<file path="src/rtl/control_sequencer_if.sv">
// rtl/control_sequencer_if.sv - strobe bundle between control_sequencer and data_path
interface control_sequencer_if;
    logic [31:0] IR;
    logic        CON;

    logic        PCout;
    logic        MDRout;
    logic        Zhighout;
    logic        Zlowout;
    logic        HIout;
    logic        LOout;
    logic        InPortout;
    logic        Cout;

    logic        PCin;
    logic        IncPC;
    logic        MARin;
    logic        MDRin;
    logic        IRin;
    logic        Yin;
    logic        Zhighin;
    logic        Zlowin;
    logic        HIin;
    logic        LOin;
    logic        OutPortin;
    logic        CONin;

    logic        Gra;
    logic        Grb;
    logic        Grc;
    logic        Rin;
    logic        Rout;
    logic        BAout;

    logic        Read;
    logic        Write;

    logic [4:0]  op;
    logic        run;
    logic        illegal;

    modport master (
        input  IR, CON,
        output PCout, MDRout, Zhighout, Zlowout, HIout, LOout, InPortout, Cout,
        output PCin, IncPC, MARin, MDRin, IRin, Yin, Zhighin, Zlowin,
        output HIin, LOin, OutPortin, CONin,
        output Gra, Grb, Grc, Rin, Rout, BAout,
        output Read, Write, op, run, illegal
    );

    modport slave (
        output IR, CON,
        input  PCout, MDRout, Zhighout, Zlowout, HIout, LOout, InPortout, Cout,
        input  PCin, IncPC, MARin, MDRin, IRin, Yin, Zhighin, Zlowin,
        input  HIin, LOin, OutPortin, CONin,
        input  Gra, Grb, Grc, Rin, Rout, BAout,
        input  Read, Write, op, run, illegal
    );
endinterface

</file>
<file path="src/rtl/control_sequencer.sv">
// rtl/control_sequencer.sv - hardwired T-state control unit for the mini CPU datapath
module control_sequencer (
    input  logic                Clock,
    input  logic                clear_n,
    control_sequencer_if.master cs
);
    localparam logic [4:0] OP_LD   = 5'b00000;
    localparam logic [4:0] OP_LDI  = 5'b00001;
    localparam logic [4:0] OP_ST   = 5'b00010;
    localparam logic [4:0] OP_ADD  = 5'b00011;
    localparam logic [4:0] OP_RMAX = 5'b01011;
    localparam logic [4:0] OP_ADDI = 5'b01100;
    localparam logic [4:0] OP_ANDI = 5'b01101;
    localparam logic [4:0] OP_ORI  = 5'b01110;
    localparam logic [4:0] OP_BR   = 5'b10011;
    localparam logic [4:0] OP_NOP  = 5'b11010;
    localparam logic [4:0] OP_HALT = 5'b11011;

    typedef enum logic [3:0] {
        S_RESET,
        S_T0,
        S_T1,
        S_T2,
        S_T3,
        S_T4,
        S_T5,
        S_T6,
        S_T7,
        S_HALT
    } state_t;

    typedef enum logic [2:0] {
        C_ALU,
        C_IMM,
        C_LD,
        C_LDI,
        C_ST,
        C_BR,
        C_NOP,
        C_HALT
    } class_t;

    state_t     state;
    state_t     state_nxt;
    class_t     cls;
    logic       undef_op;
    logic       illegal_q;
    logic [4:0] opcode;
    logic       unused_ir_bits;

    assign opcode         = cs.IR[31:27];
    assign unused_ir_bits = ^cs.IR[26:0];

    // Undefined opcodes fall into the nop class so they only cost a 4-cycle slot.
    always_comb begin
        cls      = C_NOP;
        undef_op = 1'b0;
        case (opcode)
            OP_LD:                   cls = C_LD;
            OP_LDI:                  cls = C_LDI;
            OP_ST:                   cls = C_ST;
            OP_BR:                   cls = C_BR;
            OP_NOP:                  cls = C_NOP;
            OP_HALT:                 cls = C_HALT;
            OP_ADDI, OP_ANDI, OP_ORI: cls = C_IMM;
            default: begin
                if (opcode <= OP_RMAX) begin
                    cls = C_ALU;
                end else begin
                    cls      = C_NOP;
                    undef_op = 1'b1;
                end
            end
        endcase
    end

    always_ff @(posedge Clock or negedge clear_n) begin
        if (!clear_n) begin
            state <= S_RESET;
        end else begin
            state <= state_nxt;
        end
    end

    always_ff @(posedge Clock or negedge clear_n) begin
        if (!clear_n) begin
            illegal_q <= 1'b0;
        end else if (state == S_T3 && undef_op) begin
            illegal_q <= 1'b1;
        end
    end

    always_comb begin
        state_nxt = state;
        case (state)
            S_RESET: state_nxt = S_T0;
            S_T0:    state_nxt = S_T1;
            S_T1:    state_nxt = S_T2;
            S_T2:    state_nxt = S_T3;
            S_T3: begin
                if (cls == C_HALT) begin
                    state_nxt = S_HALT;
                end else if (cls == C_NOP) begin
                    state_nxt = S_T0;
                end else begin
                    state_nxt = S_T4;
                end
            end
            S_T4:    state_nxt = S_T5;
            S_T5: begin
                if (cls == C_ALU || cls == C_IMM || cls == C_LDI) begin
                    state_nxt = S_T0;
                end else begin
                    state_nxt = S_T6;
                end
            end
            S_T6:    state_nxt = (cls == C_LD) ? S_T7 : S_T0;
            S_T7:    state_nxt = S_T0;
            S_HALT:  state_nxt = S_HALT;
            default: state_nxt = S_RESET;
        endcase
    end

    assign cs.run     = (state != S_RESET) && (state != S_HALT);
    assign cs.illegal = illegal_q;

    always_comb begin
        cs.PCout     = 1'b0;
        cs.MDRout    = 1'b0;
        cs.Zhighout  = 1'b0;
        cs.Zlowout   = 1'b0;
        cs.HIout     = 1'b0;
        cs.LOout     = 1'b0;
        cs.InPortout = 1'b0;
        cs.Cout      = 1'b0;
        cs.PCin      = 1'b0;
        cs.IncPC     = 1'b0;
        cs.MARin     = 1'b0;
        cs.MDRin     = 1'b0;
        cs.IRin      = 1'b0;
        cs.Yin       = 1'b0;
        cs.Zhighin   = 1'b0;
        cs.Zlowin    = 1'b0;
        cs.HIin      = 1'b0;
        cs.LOin      = 1'b0;
        cs.OutPortin = 1'b0;
        cs.CONin     = 1'b0;
        cs.Gra       = 1'b0;
        cs.Grb       = 1'b0;
        cs.Grc       = 1'b0;
        cs.Rin       = 1'b0;
        cs.Rout      = 1'b0;
        cs.BAout     = 1'b0;
        cs.Read      = 1'b0;
        cs.Write     = 1'b0;
        cs.op        = 5'b00000;
        case (state)
            S_T0: begin
                cs.PCout   = 1'b1;
                cs.MARin   = 1'b1;
                cs.IncPC   = 1'b1;
                cs.Zhighin = 1'b1;
                cs.Zlowin  = 1'b1;
            end
            S_T1: begin
                cs.Zlowout = 1'b1;
                cs.PCin    = 1'b1;
                cs.Read    = 1'b1;
                cs.MDRin   = 1'b1;
            end
            S_T2: begin
                cs.MDRout = 1'b1;
                cs.IRin   = 1'b1;
            end
            S_T3: begin
                case (cls)
                    C_ALU, C_IMM: begin
                        cs.Grb  = 1'b1;
                        cs.Rout = 1'b1;
                        cs.Yin  = 1'b1;
                    end
                    C_LD, C_LDI, C_ST: begin
                        cs.Grb   = 1'b1;
                        cs.BAout = 1'b1;
                        cs.Yin   = 1'b1;
                    end
                    C_BR: begin
                        cs.Gra   = 1'b1;
                        cs.Rout  = 1'b1;
                        cs.CONin = 1'b1;
                    end
                    default: ;
                endcase
            end
            S_T4: begin
                case (cls)
                    C_ALU: begin
                        cs.Grc     = 1'b1;
                        cs.Rout    = 1'b1;
                        cs.Zhighin = 1'b1;
                        cs.Zlowin  = 1'b1;
                        cs.op      = opcode;
                    end
                    C_IMM: begin
                        cs.Cout    = 1'b1;
                        cs.Zhighin = 1'b1;
                        cs.Zlowin  = 1'b1;
                        cs.op      = opcode;
                    end
                    C_LD, C_LDI, C_ST: begin
                        cs.Cout   = 1'b1;
                        cs.Zlowin = 1'b1;
                        cs.op     = OP_ADD;
                    end
                    C_BR: begin
                        cs.PCout = 1'b1;
                        cs.Yin   = 1'b1;
                    end
                    default: ;
                endcase
            end
            S_T5: begin
                case (cls)
                    C_ALU, C_IMM, C_LDI: begin
                        cs.Zlowout = 1'b1;
                        cs.Gra     = 1'b1;
                        cs.Rin     = 1'b1;
                    end
                    C_LD, C_ST: begin
                        cs.Zlowout = 1'b1;
                        cs.MARin   = 1'b1;
                    end
                    C_BR: begin
                        cs.Cout   = 1'b1;
                        cs.Zlowin = 1'b1;
                        cs.op     = OP_ADD;
                    end
                    default: ;
                endcase
            end
            S_T6: begin
                case (cls)
                    C_LD: begin
                        cs.Read  = 1'b1;
                        cs.MDRin = 1'b1;
                    end
                    C_ST: begin
                        cs.Gra   = 1'b1;
                        cs.Rout  = 1'b1;
                        cs.Write = 1'b1;
                    end
                    C_BR: begin
                        // Branch taken only when the condition flag is high during this state.
                        cs.Zlowout = cs.CON;
                        cs.PCin    = cs.CON;
                    end
                    default: ;
                endcase
            end
            S_T7: begin
                cs.MDRout = 1'b1;
                cs.Gra    = 1'b1;
                cs.Rin    = 1'b1;
            end
            default: ;
        endcase
    end
endmodule
</file>
<file path="src/flat_wrapper.sv">
// flat-port wrapper written by rule: the top's interface ports become plain ports
module control_sequencer_flat 
  (Clock, clear_n, cs_IR, cs_CON, cs_PCout, cs_MDRout, cs_Zhighout, cs_Zlowout, cs_HIout, cs_LOout, cs_InPortout, cs_Cout, cs_PCin, cs_IncPC, cs_MARin, cs_MDRin, cs_IRin, cs_Yin, cs_Zhighin, cs_Zlowin, cs_HIin, cs_LOin, cs_OutPortin, cs_CONin, cs_Gra, cs_Grb, cs_Grc, cs_Rin, cs_Rout, cs_BAout, cs_Read, cs_Write, cs_op, cs_run, cs_illegal);
  control_sequencer_if cs_i ();
  input  logic Clock;
  input  logic clear_n;
  input wire logic [$bits(cs_i.IR)-1:0] cs_IR;
  input wire logic [$bits(cs_i.CON)-1:0] cs_CON;
  output wire logic [$bits(cs_i.PCout)-1:0] cs_PCout;
  output wire logic [$bits(cs_i.MDRout)-1:0] cs_MDRout;
  output wire logic [$bits(cs_i.Zhighout)-1:0] cs_Zhighout;
  output wire logic [$bits(cs_i.Zlowout)-1:0] cs_Zlowout;
  output wire logic [$bits(cs_i.HIout)-1:0] cs_HIout;
  output wire logic [$bits(cs_i.LOout)-1:0] cs_LOout;
  output wire logic [$bits(cs_i.InPortout)-1:0] cs_InPortout;
  output wire logic [$bits(cs_i.Cout)-1:0] cs_Cout;
  output wire logic [$bits(cs_i.PCin)-1:0] cs_PCin;
  output wire logic [$bits(cs_i.IncPC)-1:0] cs_IncPC;
  output wire logic [$bits(cs_i.MARin)-1:0] cs_MARin;
  output wire logic [$bits(cs_i.MDRin)-1:0] cs_MDRin;
  output wire logic [$bits(cs_i.IRin)-1:0] cs_IRin;
  output wire logic [$bits(cs_i.Yin)-1:0] cs_Yin;
  output wire logic [$bits(cs_i.Zhighin)-1:0] cs_Zhighin;
  output wire logic [$bits(cs_i.Zlowin)-1:0] cs_Zlowin;
  output wire logic [$bits(cs_i.HIin)-1:0] cs_HIin;
  output wire logic [$bits(cs_i.LOin)-1:0] cs_LOin;
  output wire logic [$bits(cs_i.OutPortin)-1:0] cs_OutPortin;
  output wire logic [$bits(cs_i.CONin)-1:0] cs_CONin;
  output wire logic [$bits(cs_i.Gra)-1:0] cs_Gra;
  output wire logic [$bits(cs_i.Grb)-1:0] cs_Grb;
  output wire logic [$bits(cs_i.Grc)-1:0] cs_Grc;
  output wire logic [$bits(cs_i.Rin)-1:0] cs_Rin;
  output wire logic [$bits(cs_i.Rout)-1:0] cs_Rout;
  output wire logic [$bits(cs_i.BAout)-1:0] cs_BAout;
  output wire logic [$bits(cs_i.Read)-1:0] cs_Read;
  output wire logic [$bits(cs_i.Write)-1:0] cs_Write;
  output wire logic [$bits(cs_i.op)-1:0] cs_op;
  output wire logic [$bits(cs_i.run)-1:0] cs_run;
  output wire logic [$bits(cs_i.illegal)-1:0] cs_illegal;
  assign cs_i.IR = cs_IR;
  assign cs_i.CON = cs_CON;
  assign cs_PCout = cs_i.PCout;
  assign cs_MDRout = cs_i.MDRout;
  assign cs_Zhighout = cs_i.Zhighout;
  assign cs_Zlowout = cs_i.Zlowout;
  assign cs_HIout = cs_i.HIout;
  assign cs_LOout = cs_i.LOout;
  assign cs_InPortout = cs_i.InPortout;
  assign cs_Cout = cs_i.Cout;
  assign cs_PCin = cs_i.PCin;
  assign cs_IncPC = cs_i.IncPC;
  assign cs_MARin = cs_i.MARin;
  assign cs_MDRin = cs_i.MDRin;
  assign cs_IRin = cs_i.IRin;
  assign cs_Yin = cs_i.Yin;
  assign cs_Zhighin = cs_i.Zhighin;
  assign cs_Zlowin = cs_i.Zlowin;
  assign cs_HIin = cs_i.HIin;
  assign cs_LOin = cs_i.LOin;
  assign cs_OutPortin = cs_i.OutPortin;
  assign cs_CONin = cs_i.CONin;
  assign cs_Gra = cs_i.Gra;
  assign cs_Grb = cs_i.Grb;
  assign cs_Grc = cs_i.Grc;
  assign cs_Rin = cs_i.Rin;
  assign cs_Rout = cs_i.Rout;
  assign cs_BAout = cs_i.BAout;
  assign cs_Read = cs_i.Read;
  assign cs_Write = cs_i.Write;
  assign cs_op = cs_i.op;
  assign cs_run = cs_i.run;
  assign cs_illegal = cs_i.illegal;
  control_sequencer u_core (.Clock(Clock), .clear_n(clear_n), .cs(cs_i));
endmodule
</file>
<file path="config.mk">
export PLATFORM = sky130hd
export DESIGN_NAME = control_sequencer_flat
export DESIGN_NICKNAME = d
export VERILOG_FILES = /design/src/rtl/control_sequencer_if.sv /design/src/rtl/control_sequencer.sv /design/src/flat_wrapper.sv
export SDC_FILE = /design/constraint.sdc
export NUM_CORES = 1
export LEC_CHECK = 0
export BUFFER_PORTS_ARGS = -buffer_cell sky130_fd_sc_hd__buf_2
export CORE_MARGIN = 2
export CORE_UTILIZATION = 40
export DETAILED_ROUTE_END_ITERATION = 10
export GPL_TIMING_DRIVEN = 0
export PLACE_DENSITY = 0.88
export RECOVER_POWER = 25
export SYNTH_ARGS = -nofsm -noshare
export SYNTH_HDL_FRONTEND = slang
export SYNTH_SLANG_ARGS = --single-unit
</file>
<file path="constraint.sdc">
create_clock -name Clock -period 2.6 [get_ports Clock]
set_clock_uncertainty 0.2 [all_clocks]
set_input_delay 0.13 -clock Clock [delete_from_list [all_inputs] [get_ports Clock]]
set_output_delay 0.13 -clock Clock [all_outputs]
set_load 0.01 [all_outputs]
</file>
==> results.json, run 1 <==
{
  "status": "completed",
  "p_clk_frac": 0.108,
  "finalSetupViolCount": 0,
  "critical_path.endpoint_type": "output port",
  "drtPass1Iterations": 4,
  "hpwl_mm": 1.72,
  "via_per_inst": 5.38,
  "grt_max_degree": 11,
  "p_per_area_nw_per_um2": 783,
  "cts_tree": "yes",
  "switching_share": 0.505,
  "wl_per_cell_um": 11.7,
  "cts.reportedPaths.clkPinSlew_ns": 0.04,
  "drt_iter0_markers": 32,
  "leakagePower_nw": 0.535,
  "grt_pass1_vias": 769,
  "cap_viol_max_count": 0,
  "core_um2": 1760,
  "gp_congestion": 0.884,
  "htreeDepth": 1,
  "cts-resized-gates": 0,
  "yosysSeqAreaShare": 0.162,
  "grt_most_used_layer": "met2",
  "die_area_um2": 2300,
  "clk_path_buf_depth": 2,
  "die_w_um": 48.0,
  "hold_path_class": "input port to asynchronous set/reset pin",
  "synth_warnings": 0,
  "start_util": 0.438,
  "max_freq_mhz": 447,
  "critPathKind": "register to output port",
  "layout_min_cycle_time_ns": 2.24,
  "cts-root-buf": "clkbuf_4",
  "intPower_mw": 0.395,
  "ys_ff_latch": 5,
  "slew_violations": 0,
  "area_growth_pct": 31.9,
  "grt_use_total": 0.196,
  "avgSynthCellArea_um2": 6.55,
  "netlist_area_um2": 773,
  "yosysTopAreaCell": "dfrtp_1",
  "io_buffers": 31,
  "fp-row-count": 15,
  "use_met3": 0.0340,
  "syn_inst": 118,
  "drive_above_1_share": 0.317,
  "fin_tns_setup_ns": 0,
  "clock_latency_ns": 0.23,
  "critPathLaunch": "u_core.state[1]$_DFF_PN0_",
  "finalHoldViolCount": 0,
  "ff2ff_path_depth": 5,
  "rsz0062_at_grt": "no",
  "cts.sinks": 5,
  "seqPwrFrac": 0.168,
  "drcViolationCount": 0,
  "grtUsageMet1": 0.237,
  "synthTopCellsByArea": "dfrtp_1 (16%), buf_4 (8.7%), nand2_1 (6.3%)",
  "nets": 197,
  "ir_drop_v": 0.000440,
  "power_frac_comb": 0.724,
  "cp_data_required_time_ns": 2.27,
  "overflow": 0,
  "arrival_ns": 1.91,
  "cp-start-kind": "register",
  "synth_top_area_share": 0.162,
  "finalWirelength_mm": 2.17,
  "synth_cell_types": 39,
  "diodes": 0,
  "hold_slack_ns": 0.0738,
  "antenna_found_initial": 0,
  "met2_usage": 0.339,
  "grt_first_pass_wirelength_mm": 3.23,
  "switchingPower_mw": 0.403,
  "critPathMaxFanout": 10,
  "die_h_um": 48.0,
  "worstReg2RegStart": "u_core.state[3]$_DFF_PN0_",
  "cts_made_buffers": 3,
  "fin_crit_sh": 0.861,
  "vias": 1001,
  "boundaryPins": 70,
  "drtAntennaViolNets": 0
}
[final cells by class]
type | instances | area [um^2]
buffer | 19 | 118
clock buffer | 4 | 26.3
fill | 174 | 744
inverter | 4 | 16.3
multi-input combinational | 97 | 541
sequential | 5 | 125
tap | 25 | 31.3
timing repair buffer | 32 | 163
[critical path, cell delays in order (launching register included)]
cell and delay, ns:
dfrtp_1 0.37, buf_2 0.18, nand2b_1 0.23, nor3_1 0.45, o21ai_0 0.17, a21oi_1 0.14
buf_2 0.14
[state kept, by name, indices dropped and copies added, names as in the netlist]
| signal | flops |
|---|---|
| u_core.state | 4 |
| u_core.cs.illegal | 1 |
[routing by layer]
metal  routed length, um  vias to the layer above  share of wire
met4                  26                        0          0.012
met3                 194                        4          0.089
li1                    -                      493              -
met5                   0                        -              0
met1                 896                      446           0.41
met2                1050                       58           0.49
[cell usage after synthesis (all sizes together)]
| cell | n |
|---|---|
| a31oi | 1 |
| a21o | 1 |
| nand2 | 13 |
| dfrtp | 5 |
| o32ai | 2 |
| nand4 | 2 |
| or4 | 2 |
| conb | 1 |
| buf | 15 |
| and3 | 2 |
| inv | 3 |
| nand2b | 6 |
| xnor2 | 1 |
| o21bai | 1 |
| or2 | 1 |
| nor2 | 12 |
| nand3 | 3 |
| nand3b | 1 |
| o311ai | 1 |
| o31ai | 2 |
| a41o | 1 |
| o211ai | 3 |
| nor3 | 7 |
| clkbuf | 4 |
| or3 | 4 |
| and2 | 1 |
| a21oi | 8 |
| o22ai | 1 |
| nand4bb | 1 |
| clkinv | 1 |
| xor2 | 1 |
| o21ai | 8 |
| nor4 | 3 |
[timing repair]
action / in CTS / in global routing
buffers inserted: 0 / 0
endpoints found under the hold margin: 5 / 0
hold buffers: 1 / 0
[cell families (layout without fill, tap and decap cells)]
| logic type | after synthesis | count (layout) | synth area share |
|---|---|---|---|
| flip-flops | 5 | 5 | 0.162 |
| other | 1 | 8 | 0.00485 |
| XOR/XNOR | 2 | 2 | 0.0227 |
| AND/OR/NAND/NOR | 58 | 58 | 0.403 |
| AO/OA/AOI/OAI | 29 | 29 | 0.235 |
| buffers and inverters | 23 | 59 | 0.173 |
[per-stage QoR]
stage / utilization / instances / worst slack, ns / area [um^2] / power [mW]
floorplan: - / 125 / 0.809 / 800 / 0.531
global placement: 0.559 / 181 / 0.665 / 986 / 0.700
detailed placement: 0.559 / 181 / 0.608 / 986 / 0.711
CTS: 0.579 / 186 / 0.347 / 1020 / 0.803
global route: 0.578 / 186 / 0.129 / 1020 / 0.886
finish: 0.578 / 186 / 0.362 / 1020 / 0.798
[layout by cell type (no fill, tap or decap), types with 3 or more instances in the layout]
| cell | instances |
|---|---|
| nand3_1 | 3 |
| buf_2 | 33 |
| nor4_1 | 3 |
| a21oi_1 | 8 |
| dfrtp_1 | 5 |
| nand2b_1 | 6 |
| nor2_1 | 11 |
| nand2_1 | 13 |
| clkbuf_1 | 8 |
| inv_1 | 3 |
| clkbuf_4 | 3 |
| conb_1 | 8 |
| buf_4 | 9 |
| nor3_1 | 7 |
| o21ai_0 | 7 |
| or3_1 | 3 |
| o211ai_1 | 3 |
[power by group through the flow]
stage	clock network, mW	registers (mW)	logic [mW]
finish	0.0859	0.134	0.578
floorplan	0	0.133	0.397
global placement	0	0.133	0.567
global route	0.0982	0.139	0.649
CTS	0.0915	0.133	0.579
detailed placement	0	0.135	0.576
[path summary, 6_finish.rpt]
path                                            endpoint  slack (ns)
max                                               cs_Grc        0.36
min                        u_core.cs.illegal$_DFFE_PN0P_        0.07
max reg2reg                    u_core.state[3]$_DFF_PN0_        0.92
min reg2reg                u_core.cs.illegal$_DFFE_PN0P_        0.26
max in group asynchronous      u_core.state[0]$_DFF_PN0_        1.92
min in group Clock         u_core.cs.illegal$_DFFE_PN0P_        0.13
No activity file was read; power rests on OpenSTA's default activity.
==> run 2, diff against run 1 <==
--- a/config.mk
+++ b/config.mk
@@ -6,6 +6,7 @@
 export NUM_CORES = 1
 export LEC_CHECK = 0
 export BUFFER_PORTS_ARGS = -buffer_cell sky130_fd_sc_hd__buf_2
+export CORE_ASPECT_RATIO = 0.7
 export CORE_MARGIN = 2
 export CORE_UTILIZATION = 40
 export DETAILED_ROUTE_END_ITERATION = 10
==> run 2 against run 1 <==
- combinational power hardly changed
- first-iteration DRC count rose by 53%
- largest power group unchanged
- maximum frequency is 1.6% lower
- register-to-register slack got worse by 0.05 ns
- sequential share of layout area is essentially flat
- die area rose by 0.25%
- sequential power is essentially flat
- global-route usage rose by 0.47 points
- critical path type unchanged
- utilization decreased by 2.5 points
- design area decreased by 0.37%
- clock-buffer cell count unchanged
- critical endpoint is now cs_Cout
==> results.json, run 2 (same netlist as run 1, synthesis figures left out) <==
{
  "layout_commonest_cell": "buf_2",
  "nets": 197,
  "cts_tree": "yes",
  "grt_use_total": 0.200,
  "start_util": 0.421,
  "antenna_found_initial": 0,
  "cp-start-kind": "register",
  "vias": 1002,
  "hold_path_class": "input port to asynchronous set/reset pin",
  "cap_viol_max_count": 0,
  "fill_cells": 185,
  "drive_above_1_share": 0.317,
  "maxSlewHeadroom": 0.650,
  "leakagePower_nw": 0.535,
  "diodes": 0,
  "finalHoldViolCount": 0,
  "cp_data_required_time_ns": 2.27,
  "max_freq_mhz": 440,
  "overflow": 0,
  "largest_reg_flops": 4,
  "fin_ws_ns": 0.326,
  "cts.reportedPaths.clkPinSlew_ns": 0.04,
  "clk_path_buf_depth": 2,
  "die_area_um2": 2310,
  "grt_pass1_vias": 763,
  "core_um2": 1840,
  "hold_buffers": 1,
  "ir_drop_v": 0.000611,
  "cts-root-buf": "clkbuf_4",
  "critPathKind": "register to output port",
  "fin_tns_setup_ns": 0,
  "critPathMaxFanout": 10,
  "finalPower_mw": 0.806,
  "die_h_um": 40.8,
  "grt_max_degree": 11,
  "worst_pin_slew_ns": 0.521,
  "clock_latency_ns": 0.24,
  "fin_crit_sh": 0.875,
  "p_per_area_nw_per_um2": 793,
  "drcViolationCount": 0,
  "cts.sinks": 5,
  "arrival_ns": 1.94,
  "fp-row-count": 13,
  "die_w_um": 56.6,
  "critical_path.endpoint_type": "output port",
  "cts-resized-gates": 0,
  "grt_first_pass_wirelength_mm": 3.54,
  "regMostFlops": "u_core.state",
  "pre_cts_ws_ns": 0.648,
  "via_per_inst": 5.48,
  "boundaryPins": 70,
  "htreeDepth": 1,
  "gp_congestion": 0.889,
  "drtPass1Iterations": 4,
  "layout_min_cycle_time_ns": 2.27,
  "status": "completed",
  "slew_violations": 0,
  "cts_made_buffers": 3,
  "ff2ff_path_depth": 5,
  "layout_common_cells": "buf_2 (33), nand2_1 (13), nor2_1 (11)",
  "hpwl_mm": 1.67,
  "hold_slack_ns": 0.0655,
  "post_cts_buffers": 0,
  "drt_iter0_markers": 49,
  "rsz0062_at_grt": "no",
  "area_growth_pct": 31.4,
  "io_buffers": 31,
  "wl_per_cell_um": 11.7,
  "drtAntennaViolNets": 0,
  "finalWirelength_mm": 2.14,
  "finalSetupViolCount": 0
}
run 2: final timing paths:
kind	endpoint	slack [ns]	start
min	u_core.state[2]$_DFF_PN0_	0.07	clear_n
min in group Clock	u_core.cs.illegal$_DFFE_PN0P_	0.12	cs_IR[27]
min reg2reg	u_core.cs.illegal$_DFFE_PN0P_	0.28	u_core.cs.illegal$_DFFE_PN0P_
max reg2reg	u_core.state[3]$_DFF_PN0_	0.87	u_core.state[2]$_DFF_PN0_
max	cs_Cout	0.33	u_core.state[3]$_DFF_PN0_
max in group asynchronous	u_core.state[3]$_DFF_PN0_	1.92	clear_n
run 2: critical path, cell delays in order, from the launching register on:
cell and delay (ns):
dfrtp_1 0.36, buf_2 0.17, nand2b_1 0.25, nor3_1 0.45
a21oi_1 0.13, o21ai_0 0.19, buf_2 0.17
run 2: power breakdown:
group / internal [mW] / leakage, nW / switching [mW]
clock network: 0.0579 / 0.0150 / 0.0303
registers: 0.108 / 0.0601 / 0.0285
logic: 0.229 / 0.460 / 0.351
total: 0.395 / 0.535 / 0.410
run 2: metal layers:
layer / up-vias / global-route usage / share of wire
met2: 49 / 0.331 / 0.44
met5: - / 0 / 0
met4: 0 / 0.0714 / 0.0037
li1: 492 / - / -
met1: 459 / 0.276 / 0.47
met3: 2 / 0.0252 / 0.090
run 2: final cells by class:
class	count	area, um^2	share of cell area
Buffer	19	118	0.116
Timing Repair Buffer	32	163	0.160
Tap cell	22	27.5	0.0271
Clock buffer	4	26.3	0.0259
Inverter	4	16.3	0.0160
Multi-Input combinational cell	97	541	0.532
Sequential cell	5	125	0.123
run 2: stage by stage:
step / cell area, um^2 / std cells / util
6_report: 1020 / 183 / 0.553
5_1_grt: 1020 / 183 / 0.553
4_1_cts: 1020 / 183 / 0.554
3_5_place_dp: 982 / 178 / 0.534
3_3_place_gp: 982 / 178 / 0.534
2_1_floorplan: 800 / 125 / -
